`config.mk`:
```
export PLATFORM = sky130hd
export DESIGN_NAME = tm1637_byte_tx
export DESIGN_NICKNAME = d
export VERILOG_FILES = /design/src/rtl/tm1637_byte_tx_pkg.sv /design/src/rtl/tm1637_byte_tx_half_tick.sv /design/src/rtl/tm1637_byte_tx.sv
export SDC_FILE = /design/constraint.sdc
export NUM_CORES = 1
export LEC_CHECK = 0
export CAP_MARGIN = 20
export CORE_ASPECT_RATIO = 1.2
export CORE_MARGIN = 5
export CORE_UTILIZATION = 50
export DETAILED_ROUTE_END_ITERATION = 7
export PLACE_DENSITY = 0.77
export REMOVE_ABC_BUFFERS = 1
export SLEW_MARGIN = 30
export SYNTH_ARGS = -nofsm -noshare
export SYNTH_HDL_FRONTEND = slang
export SYNTH_SLANG_ARGS = --single-unit
```
`constraint.sdc`:
```
create_clock -name clk -period 2.4 [get_ports clk]
set_input_delay 0.36 -clock clk [delete_from_list [all_inputs] [get_ports clk]]
set_output_delay 0.36 -clock clk [all_outputs]
set_load 0.1 [all_outputs]
```
`src/rtl/tm1637_byte_tx_pkg.sv`:
```
// Shared definitions for the TM1637 byte transmitter: FSM state encodings
// and display command constants used by the upstream step sequencer.
package tm1637_byte_tx_pkg;

    localparam logic [3:0] S_IDLE   = 4'd0;
    localparam logic [3:0] S_START  = 4'd1;
    localparam logic [3:0] S_BIT_LO = 4'd2;
    localparam logic [3:0] S_BIT_HI = 4'd3;
    localparam logic [3:0] S_ACK_LO = 4'd4;
    localparam logic [3:0] S_ACK_HI = 4'd5;
    localparam logic [3:0] S_HOLD   = 4'd6;
    localparam logic [3:0] S_STOP_A = 4'd7;
    localparam logic [3:0] S_STOP_B = 4'd8;
    localparam logic [3:0] S_STOP_C = 4'd9;

    typedef enum logic [3:0] {
        IDLE   = S_IDLE,
        START  = S_START,
        BIT_LO = S_BIT_LO,
        BIT_HI = S_BIT_HI,
        ACK_LO = S_ACK_LO,
        ACK_HI = S_ACK_HI,
        HOLD   = S_HOLD,
        STOP_A = S_STOP_A,
        STOP_B = S_STOP_B,
        STOP_C = S_STOP_C
    } state_t;

    localparam logic [7:0] CMD_DATA_AUTOINC = 8'h40;
    localparam logic [7:0] CMD_ADDR_BASE    = 8'hC0;
    localparam logic [7:0] CMD_DISP_ON_BASE = 8'h88;

    function automatic logic [7:0] cmd_disp_on(input logic [2:0] bright);
        return CMD_DISP_ON_BASE | {5'd0, bright};
    endfunction

endpackage

```
`src/rtl/tm1637_byte_tx_half_tick.sv`:
```
// Half-step timer: reloads to HALF_PERIOD-1 on restart, counts down, holds at 0.
// Ports: clk, rst (sync, active high), restart (reload), tick (count is 0).
module tm1637_byte_tx_half_tick #(
    parameter int HALF_PERIOD = 125
) (
    input  logic clk,
    input  logic rst,
    input  logic restart,
    output logic tick
);

    localparam int W = $clog2(HALF_PERIOD);
    localparam logic [W-1:0] RELOAD = W'(HALF_PERIOD - 1);

    logic [W-1:0] cnt;

    always_ff @(posedge clk) begin
        if (rst || restart) begin
            cnt <= RELOAD;
        end else if (cnt != '0) begin
            cnt <= cnt - 1'b1;
        end
    end

    assign tick = (cnt == '0);

endmodule

```
`src/rtl/tm1637_byte_tx.sv`:
```
// TM1637 bit-level transmitter: START, 8 data bits LSB first, ACK clock, STOP.
// Ports: clk, rst (sync, active high); in_valid/in_ready/in_data/in_start/in_stop
//  byte handshake; done (1-cycle pulse), ack_err (valid with done), busy;
//  tm1637_clk (push-pull), tm1637_dio_oe (1 = pull DIO low), tm1637_dio_i.
// Build option: define TM1637_ACK_CHECK_EN to report slave NACK on ack_err.
module tm1637_byte_tx
    import tm1637_byte_tx_pkg::*;
#(
    parameter int HALF_PERIOD = 125
) (
    input  logic       clk,
    input  logic       rst,
    input  logic       in_valid,
    output logic       in_ready,
    input  logic [7:0] in_data,
    input  logic       in_start,
    input  logic       in_stop,
    output logic       done,
    output logic       ack_err,
    output logic       busy,
    output logic       tm1637_clk,
    output logic       tm1637_dio_oe,
    input  logic       tm1637_dio_i
);

    state_t     state, state_d;
    logic [7:0] shift;
    logic [2:0] bitcnt;
    logic       stop_q;
    logic       restart_q;
    logic       done_d;
    logic       tick;
    logic       accept;

    assign accept = in_valid & in_ready;
    assign busy   = (state != IDLE);

    // Every state change reloads the timer so each state lasts HALF_PERIOD.
    tm1637_byte_tx_half_tick #(
        .HALF_PERIOD(HALF_PERIOD)
    ) u_tick (
        .clk    (clk),
        .rst    (rst),
        .restart(state_d != state),
        .tick   (tick)
    );

    always_comb begin
        state_d       = state;
        in_ready      = 1'b0;
        tm1637_clk    = 1'b1;
        tm1637_dio_oe = 1'b0;
        done_d        = 1'b0;
        unique case (state)
            IDLE: begin
                in_ready = 1'b1;
                if (accept) state_d = in_start ? START : BIT_LO;
            end
            START: begin
                tm1637_dio_oe = 1'b1;
                if (tick) state_d = BIT_LO;
            end
            BIT_LO: begin
                tm1637_clk    = 1'b0;
                tm1637_dio_oe = ~shift[0];
                if (tick) state_d = BIT_HI;
            end
            BIT_HI: begin
                tm1637_dio_oe = ~shift[0];
                if (tick) state_d = (bitcnt == 3'd7) ? ACK_LO : BIT_LO;
            end
            ACK_LO: begin
                tm1637_clk = 1'b0;
                if (tick) state_d = ACK_HI;
            end
            ACK_HI: begin
                if (tick) begin
                    if (stop_q) begin
                        state_d = STOP_A;
                    end else begin
                        state_d = HOLD;
                        done_d  = 1'b1;
                    end
                end
            end
            HOLD: begin
                tm1637_clk    = 1'b0;
                tm1637_dio_oe = 1'b1;
                in_ready      = 1'b1;
                // A framed burst is closed before a new START is issued.
                if (accept) state_d = in_start ? STOP_A : BIT_LO;
            end
            STOP_A: begin
                tm1637_clk    = 1'b0;
                tm1637_dio_oe = 1'b1;
                if (tick) state_d = STOP_B;
            end
            STOP_B: begin
                tm1637_dio_oe = 1'b1;
                if (tick) state_d = STOP_C;
            end
            STOP_C: begin
                if (tick) begin
                    if (restart_q) begin
                        state_d = START;
                    end else begin
                        state_d = IDLE;
                        done_d  = 1'b1;
                    end
                end
            end
            default: state_d = IDLE;
        endcase
    end

    always_ff @(posedge clk) begin
        if (rst) begin
            state     <= IDLE;
            shift     <= '0;
            bitcnt    <= '0;
            stop_q    <= 1'b0;
            restart_q <= 1'b0;
            done      <= 1'b0;
            ack_err   <= 1'b0;
        end else begin
            state <= state_d;
            done  <= done_d;
            if (accept) begin
                shift     <= in_data;
                bitcnt    <= '0;
                stop_q    <= in_stop;
                restart_q <= in_start && (state == HOLD);
                ack_err   <= 1'b0;
            end else if (state == BIT_HI && tick) begin
                shift  <= shift >> 1;
                bitcnt <= bitcnt + 3'd1;
            end
            // The STOP that precedes a re-START carries no done of its own.
            if (state == STOP_C && tick) restart_q <= 1'b0;
`ifdef TM1637_ACK_CHECK_EN
            if (state == ACK_HI && tick) ack_err <= tm1637_dio_i;
`endif
        end
    end

`ifndef TM1637_ACK_CHECK_EN
    logic unused_dio_i;
    assign unused_dio_i = tm1637_dio_i;
`endif

endmodule

```
### Word-level counts from Yosys, hierarchy flattened

Cells that the tools add are included.

* add/sub/neg operators: 2
* equal/unequal tests: 11
* multiplexer cells: 26
* bitwise operators: 2
* reductions and logical operators: 15

Operator list (count)
* 4-bit two-way mux: 10
* 4-bit one-hot mux with 10 select lines: 1
* 4-bit by 3-bit == test with 1-bit output, second input constant: 4
* 8-bit two-way mux: 2
* 4-bit by 2-bit == test with 1-bit output, second input constant: 2
* 4-bit == test, second input constant: 2
* 1-bit two-way mux: 8
* 2-bit OR reduction: 4
* 4-bit OR reduction: 2
* 7-bit zero test: 1
* 7-bit nonzero test: 1
* 7-bit by 1-bit subtractor with 7-bit output, second input constant: 1
* 3-bit two-way mux: 2
* 4-bit by 1-bit == test with 1-bit output, second input constant: 1
* 4-bit zero test: 1
* 4-bit inequality test: 1
* 1-bit one-hot mux with 2 select lines: 2
* 4-bit nonzero test: 1
* 3-bit by 1-bit adder with 3-bit output, second input constant: 1
* 3-bit == test, second input constant: 1
* 1-bit logical AND: 3
* 2-bit two-way mux: 1
* 2-bit nonzero test: 1
* 1-bit AND: 1
* other kinds (2): 2

* register bits: 25
* input port bits: 14
* output and inout port bits: 6
* word-level logic and storage cells: 63

### Depth between registers and ports, before layout

* word-level depth: 8
* mapped depth: 7
* gate-level depth less buffers: 7

### Cells and area by module

Synthesis repeated with hierarchy kept, for this count alone.

* cell total of the unflattened synthesis: 171
* area, all modules: 1375.1 um2

By module, submodules not included
* tm1637_byte_tx: times used 1, cells each 132, area an instance 1029.7 um2, seq. area each 360.3 um2
* tm1637_byte_tx_half_tick: times used 1, cells each 39, area an instance 345.3 um2, seq. area each 140.1 um2

### Least setup slack after synthesis

No wires, ideal clock.

* kind: register to output
* start point: register state[3]
* end point: output tm1637_dio_oe
* data arrival time: 2935 ps
* data required time: 2040 ps
* path slack: -895 ps
* cell stages (with the launch flop): 5
* path buffers: 2
* cells stage by stage: dfxtp_1 > buf_6 > clkbuf_8 > nand2_1 > o32ai_1

* cells in the longest elaborated chain, start to end: 3
* elaborated cells on any way between the ends: 9
* classes of those cells: eq/ne: 6; mux: 1; reduce/logical: 2

RTL lines
* from (decl): RTL line tm1637_byte_tx.sv:26 `state_t state, state_d;`
* from (signal assigned): RTL line tm1637_byte_tx.sv:126 `state <= state_d;`
* 4-bit by 3-bit == test with 1-bit output, or another cell as far along: RTL line tm1637_byte_tx.sv:54 `unique case (state)`
* 4-bit OR reduction (no line) / 2-bit OR reduction (equally long branches)
* 1-bit one-hot mux with 2 select lines (*): RTL line tm1637_byte_tx.sv:54
* to (decl): RTL line tm1637_byte_tx.sv:22 `output logic tm1637_dio_oe,`

Mark *: on every way between the ends. The rest lies on a longest branch, timed or not.

### Worst setup path after layout

* start point: register state[2]
* end point: output tm1637_dio_oe

Same word-level chain as after synthesis.

==> summary by stage <==
Routing
Using the TritonRoute via totals, the vias-per-cell ratio works out to approximately 5.8. The pre-antenna-repair detailed-routing pass consisted of 4 iterations. After the first detailed-routing iteration, the DRC count stood at 61.

The wire length reported by the detailed router is 3.31 mm. The routed layout has 1393 vias. The count of nets left with antenna violations once routing finished came out at 0. After detailed routing, the average wire length per cell comes to 13.8 um.

The total DRC errors in the routed layout is 0.

Die
The number of rows created at floorplan is 22. The overall die height is between 70 and 80 um. The initial utilization of the core area, before any placement, comes to 0.529. 20 I/O pins were placed. The die covers roughly 4500 um^2. The floorplan step set the die width to 62.4 um. The area of the placeable core is 3110 um^2.

Layout
The number of antenna cells inserted is 0. The fraction of final layout cells sized beyond drive strength 1 is 0.167. In the final design database the tool counted 223 nets. From synthesis to final layout, the design area changed by 9.88%. The area of all placed cells without fillers is about 1800 um^2. Fill cells in the final layout number 294.

Timing
The worst path setup slack after routing is 0.220 ns. Derived from the worst setup path, the maximum achievable clock frequency is roughly 0.46 GHz. The count of final hold-check violations was 0. Setup repair after global routing left no endpoint under its margin. Of the available clock period, the critical path in the final layout requires 0.908.

Setup violations remaining at the end of the flow were counted as 0. The smallest hold slack is 0.492 ns. The clock period minus final worst setup slack is 2.18 ns.

The final count of pins violating max slew was 0. The clock skew is about 0.0020 ns.

Min path
The worst hold path belongs to the class reg2reg.

Placed design
The worst setup timing slack at the placement stage is 0.198 ns. After detailed placement, the total cell area comes to 1780 um^2. The count of input and output buffers is 17. The final estimated routing congestion in global placement is 0.881. The half-perimeter wire length after placement is roughly 2.5 mm.

Logic synthesis
Among all flip-flop cells after synthesis, the most frequent one is sky130_fd_sc_hd__dfxtp_1. Of all cell types, the one taking the most synthesized area is sky130_fd_sc_hd__dfxtp_1. The portion of the post-synthesis area used by sequential elements is 0.304.

The commonest cells after synthesis are sky130_fd_sc_hd__nand2_1 (29), sky130_fd_sc_hd__dfxtp_1 (25), sky130_fd_sc_hd__nor2_1 (17). sky130_fd_sc_hd__nand2_1 is the most common cell in the netlist. Of all flip-flops after synthesis, the portion carrying an async set or reset was 0. Averaged over all synthesized cells, the footprint is 8.62 um^2. Yosys attributes the largest share of cell area to sky130_fd_sc_hd__dfxtp_1 (30%), sky130_fd_sc_hd__nand2_1 (6.6%), sky130_fd_sc_hd__clkbuf_8 (4.2%), sky130_fd_sc_hd__buf_6 (4.1%), sky130_fd_sc_hd__nor2_1 (3.9%).

In this run, synthesis inferred 0 flip-flops with an integrated enable. The share of Yosys cell area claimed by the top area cell type is 0.304. The synthesized netlist contains 55 unique library cells.

Summing every instance area after synthesis gives 1650 um^2. The total number of yosys warnings is 0. The number of cells produced by synthesis is around 190. After synthesis the netlist holds a flip-flop and latch count of 25.

Run
The tool flagged a number of max-cap violations equal to 0.

Worst setup path
The critical path data arrival time is 1.82 ns. For the worst setup path, the data required time is 2.04 ns. The worst setup path is captured at an output pin. The class of the most critical setup path is reg2out.

The startpoint type of the worst setup path is a flop. Of all nets on the critical path, the largest fanout is 12.

Global routing
After global routing the overflow that remains totals 0. The pin count of the biggest net entering global routing is 20. The initial antenna violation count came to 0.

The first global-routing pass estimated 5.95 mm of wire. The via count of the first global-routing pass is 1419. For this run, the total global-route usage over all layers was measured as 0.156.

Clock network
The clock tree root buffer cell is sky130_fd_sc_hd__clkbuf_4. The CTS clock-pin slew for the worst setup and hold paths is 0.14 ns. CTS saw 25 sinks. The cts-stage hold buffer count is 0.

The number of buffers created by CTS is 3. The later-pin clock latency in the skew report is 0.32 ns. CTS built an H-tree with a depth of 1. TritonCTS built the clock tree. The longest clock path from root to sink contains 2 buffers.

The number of setup buffers added after CTS is 0.

Pwr
The analysis attributes to cell leakage a power of 0.709 nW. The worst ir drop on vdd is 0.000518 V. The areal power density over the cells is 542 nW/um^2.

Outcome
The flow ran to the end, and the final reports show no timing, DRC or antenna violations.
==> report_power, final <==
part / switching (mW) / internal [mW] / total (mW)
Sequential: 0.0377 / 0.445 / 0.483
Clock: 0.134 / 0.0637 / 0.198
Combinational: 0.183 / 0.118 / 0.301
Total: 0.355 / 0.626 / 0.981
==> flip-flops by register name, indices dropped and copies added, names as in the netlist <==
| register | count |
|---|---|
| state | 4 |
| done | 1 |
| shift | 8 |
| u_tick.cnt | 7 |
| stop_q | 1 |
| bitcnt | 3 |
| restart_q | 1 |
==> through the flow <==
stage | power [mW] | setup TNS [ns] | cells | util
CTS | 0.987 | 0 | 240 | 0.580
finish | 0.981 | 0 | 240 | 0.582
global route | 1.03 | 0 | 240 | 0.582
detailed placement | 0.791 | 0 | 236 | 0.571
floorplan | 0.687 | -1.02 | 178 | -
global placement | 0.781 | 0 | 236 | 0.571
==> logic make-up after synthesis <==
| kind of cell | Yosys count | synth area share |
|---|---|---|
| fa+ha+maj | 4 | 0.0304 |
| simple gates | 86 | 0.292 |
| flops | 25 | 0.304 |
| compound gates | 45 | 0.201 |
| buf+inv | 19 | 0.104 |
| xor+xnor | 7 | 0.0418 |
| other cells | 1 | 0.00228 |
| mux | 4 | 0.0243 |
==> final cells by class <==
type,instances,area [um^2],share of cell area
Clock buffer,3,22.5,0.0124
Timing Repair Buffer,22,233,0.129
Multi-Input combinational cell,147,975,0.539
Tap cell,36,45.0,0.0249
Clock inverter,1,7.51,0.00415
Inverter,6,22.5,0.0124
Sequential cell,25,504,0.279
==> what timing repair did <==
action                     CTS  global route
setup endpoints to repair    0             2
gates resized for setup      0             3
hold endpoints to repair     0             0
==> placed cells by master, fill, tap and decap left out, types with 3 or more instances in the layout <==
master | Yosys | final
sky130_fd_sc_hd__a21oi_1 | 10 | 10
sky130_fd_sc_hd__a311oi_1 | 7 | 7
sky130_fd_sc_hd__buf_12 | 0 | 3
sky130_fd_sc_hd__buf_4 | 1 | 7
sky130_fd_sc_hd__clkbuf_4 | 0 | 3
sky130_fd_sc_hd__clkdlybuf4s50_1 | 0 | 12
sky130_fd_sc_hd__dfxtp_1 | 25 | 22
sky130_fd_sc_hd__dfxtp_2 | 0 | 3
sky130_fd_sc_hd__ha_1 | 4 | 4
sky130_fd_sc_hd__inv_1 | 5 | 5
sky130_fd_sc_hd__mux2i_1 | 4 | 4
sky130_fd_sc_hd__nand2_1 | 29 | 29
sky130_fd_sc_hd__nand3_1 | 5 | 5
sky130_fd_sc_hd__nand4_1 | 4 | 4
sky130_fd_sc_hd__nor2_1 | 17 | 17
sky130_fd_sc_hd__nor3_1 | 6 | 6
sky130_fd_sc_hd__o21ai_0 | 11 | 11
sky130_fd_sc_hd__xnor2_1 | 3 | 3
sky130_fd_sc_hd__xor2_1 | 3 | 3
==> path summary, 6_finish.rpt <==
kind / start / endpoint / slack [ns] / cells past startpoint
worst min register to register: shift[1] / shift[1] / 0.49 / 2
worst max register to register: u_tick.cnt[0] / u_tick.cnt[5] / 0.46 / 7
worst min-delay path: shift[1] / shift[1] / 0.49 / 2
worst max-delay path: state[2] / tm1637_dio_oe / 0.22 / 5
==> worst max-delay path, cell delays in order (launching register included) <==
cell                      delay (ns)
sky130_fd_sc_hd__dfxtp_1        0.62
sky130_fd_sc_hd__inv_2          0.15
sky130_fd_sc_hd__a21oi_1        0.17
sky130_fd_sc_hd__a31oi_1        0.05
sky130_fd_sc_hd__o32ai_1        0.26
sky130_fd_sc_hd__buf_12         0.24
==> metal layers <==
layer | vias up | track usage | wire length, um | part of all wire
li1 | 711 | - | - | -
met1 | 650 | 0.182 | 1460 | 0.44
met2 | 30 | 0.285 | 1730 | 0.52
met3 | 2 | 0.0308 | 108 | 0.033
met4 | 0 | 0.0495 | 13 | 0.0039
met5 | - | 0 | 0 | 0
Power figures use the tool's default switching activity.
